[src/rtl/pto_axis_sequencer.sv]
// Three-axis step/direction pulse-train sequencer: latches one coordinated move,
// applies direction, waits a setup delay, then runs all axes from a common start cycle.
module pto_axis_sequencer #(
    parameter int CNT_W     = 32,
    parameter int PER_W     = 16,
    parameter int DIR_SETUP = 50
) (
    input  logic                 clk_clk,
    input  logic                 reset_reset_n,
    input  logic                 cmd_valid,
    output logic                 cmd_ready,
    input  logic [3*CNT_W-1:0]   cmd_steps,
    input  logic [3*PER_W-1:0]   cmd_half_period,
    input  logic [2:0]           cmd_dir,
    input  logic                 abort,
    output logic                 busy,
    output logic                 done,
    output logic                 aborted,
    output logic [2:0]           pto,
    output logic [2:0]           motor_dir
);

    // state | meaning
    // IDLE  | waiting for a command, cmd_ready high
    // SETUP | direction applied, counting the setup delay
    // RUN   | pulse trains active until every axis has finished
    // DONE  | one-cycle completion pulse
    typedef enum logic [1:0] {S_IDLE, S_SETUP, S_RUN, S_DONE} state_t;

    localparam int            SW         = $clog2(DIR_SETUP + 1);
    localparam logic [SW-1:0] SETUP_LOAD = SW'(DIR_SETUP - 1);

    state_t           state_q, state_d;
    logic [SW-1:0]    setup_cnt_q, setup_cnt_d;
    logic [CNT_W-1:0] steps_q [3];
    logic [CNT_W-1:0] steps_d [3];
    logic [PER_W-1:0] half_q  [3];
    logic [PER_W-1:0] half_d  [3];
    logic [PER_W-1:0] phase_q [3];
    logic [PER_W-1:0] phase_d [3];
    logic [2:0]       pto_q, pto_d;
    logic [2:0]       dir_q, dir_d;
    logic             done_q, done_d;
    logic             aborted_q, aborted_d;
    logic             busy_q, busy_d;
    logic             ready_q, ready_d;
    logic [2:0]       fin_next;

    always_comb begin
        state_d     = state_q;
        setup_cnt_d = setup_cnt_q;
        steps_d     = steps_q;
        half_d      = half_q;
        phase_d     = phase_q;
        pto_d       = pto_q;
        dir_d       = dir_q;
        busy_d      = busy_q;
        ready_d     = ready_q;
        done_d      = 1'b0;
        aborted_d   = 1'b0;
        fin_next    = '0;

        case (state_q)
            S_IDLE: begin
                if (cmd_valid) begin
                    for (int i = 0; i < 3; i++) begin
                        steps_d[i] = cmd_steps[i*CNT_W +: CNT_W];
                        // a zero half-period would never toggle; run it as one cycle
                        half_d[i]  = (cmd_half_period[i*PER_W +: PER_W] == '0) ?
                                     PER_W'(1) : cmd_half_period[i*PER_W +: PER_W];
                        phase_d[i] = '0;
                    end
                    dir_d       = cmd_dir;
                    setup_cnt_d = SETUP_LOAD;
                    busy_d      = 1'b1;
                    ready_d     = 1'b0;
                    state_d     = S_SETUP;
                end
            end
            S_SETUP: begin
                if (abort) begin
                    pto_d     = '0;
                    done_d    = 1'b1;
                    aborted_d = 1'b1;
                    state_d   = S_DONE;
                end else if (setup_cnt_q == '0) begin
                    for (int i = 0; i < 3; i++) begin
                        if (steps_q[i] != '0) begin
                            pto_d[i]   = 1'b1;
                            phase_d[i] = half_q[i] - PER_W'(1);
                        end
                    end
                    state_d = S_RUN;
                end else begin
                    setup_cnt_d = setup_cnt_q - SW'(1);
                end
            end
            S_RUN: begin
                if (abort) begin
                    pto_d     = '0;
                    done_d    = 1'b1;
                    aborted_d = 1'b1;
                    state_d   = S_DONE;
                end else begin
                    for (int i = 0; i < 3; i++) begin
                        fin_next[i] = 1'b1;
                        if (steps_q[i] != '0) begin
                            fin_next[i] = 1'b0;
                            if (phase_q[i] != '0) begin
                                phase_d[i] = phase_q[i] - PER_W'(1);
                            end else if (pto_q[i]) begin
                                pto_d[i]   = 1'b0;
                                phase_d[i] = half_q[i] - PER_W'(1);
                            end else begin
                                // end of low phase: the step is complete
                                steps_d[i] = steps_q[i] - CNT_W'(1);
                                if (steps_q[i] == CNT_W'(1)) begin
                                    fin_next[i] = 1'b1;
                                end else begin
                                    pto_d[i]   = 1'b1;
                                    phase_d[i] = half_q[i] - PER_W'(1);
                                end
                            end
                        end
                    end
                    if (&fin_next) begin
                        done_d  = 1'b1;
                        state_d = S_DONE;
                    end
                end
            end
            S_DONE: begin
                busy_d  = 1'b0;
                ready_d = 1'b1;
                state_d = S_IDLE;
            end
            default: state_d = S_IDLE;
        endcase
    end

    always_ff @(posedge clk_clk or negedge reset_reset_n) begin
        if (!reset_reset_n) begin
            state_q     <= S_IDLE;
            setup_cnt_q <= '0;
            for (int i = 0; i < 3; i++) begin
                steps_q[i] <= '0;
                half_q[i]  <= '0;
                phase_q[i] <= '0;
            end
            pto_q     <= '0;
            dir_q     <= '0;
            done_q    <= 1'b0;
            aborted_q <= 1'b0;
            busy_q    <= 1'b0;
            ready_q   <= 1'b1;
        end else begin
            state_q     <= state_d;
            setup_cnt_q <= setup_cnt_d;
            steps_q     <= steps_d;
            half_q      <= half_d;
            phase_q     <= phase_d;
            pto_q       <= pto_d;
            dir_q       <= dir_d;
            done_q      <= done_d;
            aborted_q   <= aborted_d;
            busy_q      <= busy_d;
            ready_q     <= ready_d;
        end
    end

    assign cmd_ready = ready_q;
    assign busy      = busy_q;
    assign done      = done_q;
    assign aborted   = aborted_q;
    assign pto       = pto_q;
    assign motor_dir = dir_q;

endmodule

[config.mk]
export PLATFORM = sky130hd
export DESIGN_NAME = pto_axis_sequencer
export DESIGN_NICKNAME = d
export VERILOG_FILES = /design/src/rtl/pto_axis_sequencer.sv
export SDC_FILE = /design/constraint.sdc
export NUM_CORES = 1
export LEC_CHECK = 0
export ABC_AREA = 1
export CORE_MARGIN = 5
export CORE_UTILIZATION = 58
export CTS_BUF_LIST = sky130_fd_sc_hd__clkbuf_4 sky130_fd_sc_hd__clkbuf_8 sky130_fd_sc_hd__clkbuf_16
export DETAILED_ROUTE_END_ITERATION = 8
export HOLD_SLACK_MARGIN = 0.06
export PLACE_DENSITY = 0.82
export SYNTH_ARGS = -nofsm -noshare
export SYNTH_HDL_FRONTEND = slang
export SYNTH_SLANG_ARGS = --single-unit
[constraint.sdc]
create_clock -name clk_clk -period 2.5 [get_ports clk_clk]
set_clock_uncertainty 0.05 [all_clocks]
set_input_delay 0.5 -clock clk_clk [delete_from_list [all_inputs] [get_ports clk_clk]]
set_output_delay 0.5 -clock clk_clk [all_outputs]
set_load 0.05 [all_outputs]
==> qor.yml <==
cp-startpoint: "pto[0]"
cts_buffer_depth: 3
r2r-start: "state_q[0]"
initial_utilization_pct: 58.5
path_buf_inv: 1
ys.flop_type: "dfrtp_1"
worst_pin_slew_ns: 0.618
fin_crit_sh_pct: 96.3
grt_pass1_vias: 13500
endpoint: "pto[0]"
antenna_found_initial: 0
maxClockFrequency_ghz: 0.416
gp_congestion: 0.932
layout.cells.non_filler: 2572
yosysWarningCount: 0
max_cap_viol_count: 0
ys_types: 47
critPathRequiredTime_ns: 1.95
tritoncts: "yes"
num_vias: 14200
core-area_um2: 24100
crit_family: "buffers and inverters"
p_per_area_nw_per_um2: 1380
drive_gt1_share_pct: 6.32
antenna_cells: 0
path_class: "reg2out"
grt_use_total_pct: 26.5
place_hpwl_um: 27500
end_kind: "primary output"
route.detailed.drc: 0
cts_root_buffer: "clkbuf_16"
nets: 2403
slew_headroom_pct: 58.8
die_area_um2: 27500
clock_latency_ns: 0.53
grt_pass1_wl_um: 63800
syn2layout_area_growth_pct: 20.9
cp.depth: 1
worstPathCellList: "clkdlybuf4s50_1"
cp.arrival_ns: 1.86
dp_cells: 2525
netlist_area_um2: 14100
rsz0062_at_grt: "true"
drt_iter0_markers: 1281
rows: 57
reg2reg_to: "phase_q[26]"
slowest_delay_ns: 0.91
syn_avg_cell_area_um2: 6.84
hold_viol_final: 0
final_core_util_pct: 70.7
min_period_ns: 2.41
wl_per_cell_um: 14.6
hp-class: "reg2reg"
drt-pass1-iter-count: 5
grt_max_degree: 64
start_kind: "flop"
ff2ff_setup_slack_ns: 0.11
finalSetupViolations: 0
synth-seq-cells: 210
htree_levels: 1
yosysSeqAreaShare_pct: 37.3
synthesis.nets: 2236
io_buffers: 160
async_reset_ff_share_pct: 100
ff2ff_path_depth: 8
ioPinCount: 161
cts_buffers: 25
die_h_um: 166
synth_edf_count: 0
clkTransAtPathRegs_ns: 0.06
power.total_mw: 23.6
status: "complete, no violations"
via_per_inst: 5.51
drt-total-wl_um: 37500
power_leakage_nw: 8.03
syn-instance-count: 2062
slowest_stage: "clkdlybuf4s50_1"
cts.sinks: 210
ant_nets: 0
fin_setup_tns_ns: 0
path_max_fanout: 5
drv_slew: 0
peakVddDrop_mv: 0.725
grt_overflow: 0
die_width_um: 166
==> kinds of logic after synthesis <==
family / count (synthesis) / share of synthesized area (%)
flip-flops: 210 / 37.3
AO/OA/AOI/OAI: 347 / 13.6
multiplexers: 2 / 0.142
AND/OR/NAND/NOR: 1138 / 33.2
adder cells (fa/ha/maj): 23 / 2.04
XOR/XNOR: 111 / 6.89
buffers and inverters: 231 / 6.81
==> registers in the layout, indices dropped and copies added, names as in the netlist <==
name	count
aborted	1
busy	1
cmd_ready	1
done	1
half_q	48
motor_dir	3
phase_q	48
pto	3
setup_cnt_q	6
state_q	2
steps_q	96
==> cell usage in the layout, fill, tap and decap left out, types with 4 or more instances in the layout <==
master,count
buf_4,36
o31ai_1,5
nand3_1,101
clkinv_2,7
nand4_1,29
nor3_1,20
clkbuf_8,5
buf_12,8
clkbuf_4,8
a21oi_1,39
nand2_2,8
clkbuf_16,25
a21boi_0,4
or2_2,4
inv_1,159
xor2_1,75
o22ai_1,37
o211ai_1,8
nand2_1,618
nor2_2,18
nor4_1,14
dfrtp_1,209
xnor2_1,36
ha_1,22
o21ai_1,43
clkdlybuf4s50_1,159
nor2_4,6
a31oi_1,14
o21bai_1,4
o21ai_0,179
nor2_1,312
==> routing by layer <==
metal	global-route usage, %	vias up	part of all wire [%]
met5	0	-	0
met4	6.21	0	2.0
met3	3.07	58	5.9
met2	43.4	494	46
met1	37.9	6596	46
li1	-	7023	-
==> what timing repair did <==
action,CTS,global route
setup buffers,0,0
hold buffers,1,0
hold endpoints to repair,37,0
setup endpoints to repair,0,11
gates resized for setup,0,0
==> synth_stat cells (4+ instances only) <==
| cell type | n | area [µm²] |
|---|---|---|
| xor2_1 | 75 | 657 |
| clkbuf_1 | 34 | 128 |
| nor2_2 | 18 | 113 |
| o31ai_1 | 5 | 37.5 |
| a31oi_1 | 14 | 87.6 |
| o21ai_1 | 43 | 215 |
| or2_2 | 4 | 25.0 |
| o21ai_0 | 179 | 896 |
| nor4_1 | 14 | 87.6 |
| o21bai_1 | 4 | 30.0 |
| nand2_1 | 618 | 2320 |
| nand2_2 | 8 | 50.1 |
| a21boi_0 | 4 | 30.0 |
| nor2_4 | 6 | 67.6 |
| o22ai_1 | 37 | 231 |
| buf_4 | 7 | 52.6 |
| ha_1 | 23 | 288 |
| nand3_1 | 101 | 505 |
| dfrtp_1 | 209 | 5230 |
| a21oi_1 | 39 | 195 |
| buf_2 | 18 | 90.1 |
| o211ai_1 | 8 | 60.1 |
| nor3_1 | 20 | 100 |
| inv_1 | 160 | 601 |
| buf_6 | 6 | 67.6 |
| nor2_1 | 312 | 1170 |
| nand4_1 | 29 | 181 |
| xnor2_1 | 36 | 315 |
==> worst min path at each step <==
stage	from	endpoint	slack, ns	cells past startpoint
global placement	reset_reset_n	steps_q[57]	0.42	1
CTS	phase_q[17]	phase_q[17]	0.44	2
finish	phase_q[17]	phase_q[17]	0.43	2
floorplan	reset_reset_n	aborted	0.15	0
detailed placement	reset_reset_n	steps_q[57]	0.42	1
global route	reset_reset_n	steps_q[59]	0.46	2
==> area by class of cell <==
cell class	instances	area [µm²]
tap	324	405
sequential	210	5260
clock inverter	9	77.6
clock buffer	37	741
timing repair buffer	205	2050
inverter	166	624
multi-input combinational	1621	7900
fill	2049	7050
==> per-stage QoR <==
step                area, µm²  setup WS [ns]  hold slack, ns
finish                  17100         0.0936           0.432
global route            17100         -0.134           0.462
CTS                     17100         0.0710           0.439
detailed placement      16200         0.0817           0.420
global placement        16200          0.171           0.416
floorplan               14100          0.527           0.154
==> where the power goes <==
group          switching [mW]  internal, mW  leakage (nW)
Clock                    1.43          2.16         0.420
Sequential               1.62          4.98          2.63
Combinational            8.49          4.87          4.99
Total                    11.5          12.0          8.03
No activity file was read; power rests on OpenSTA's default activity.
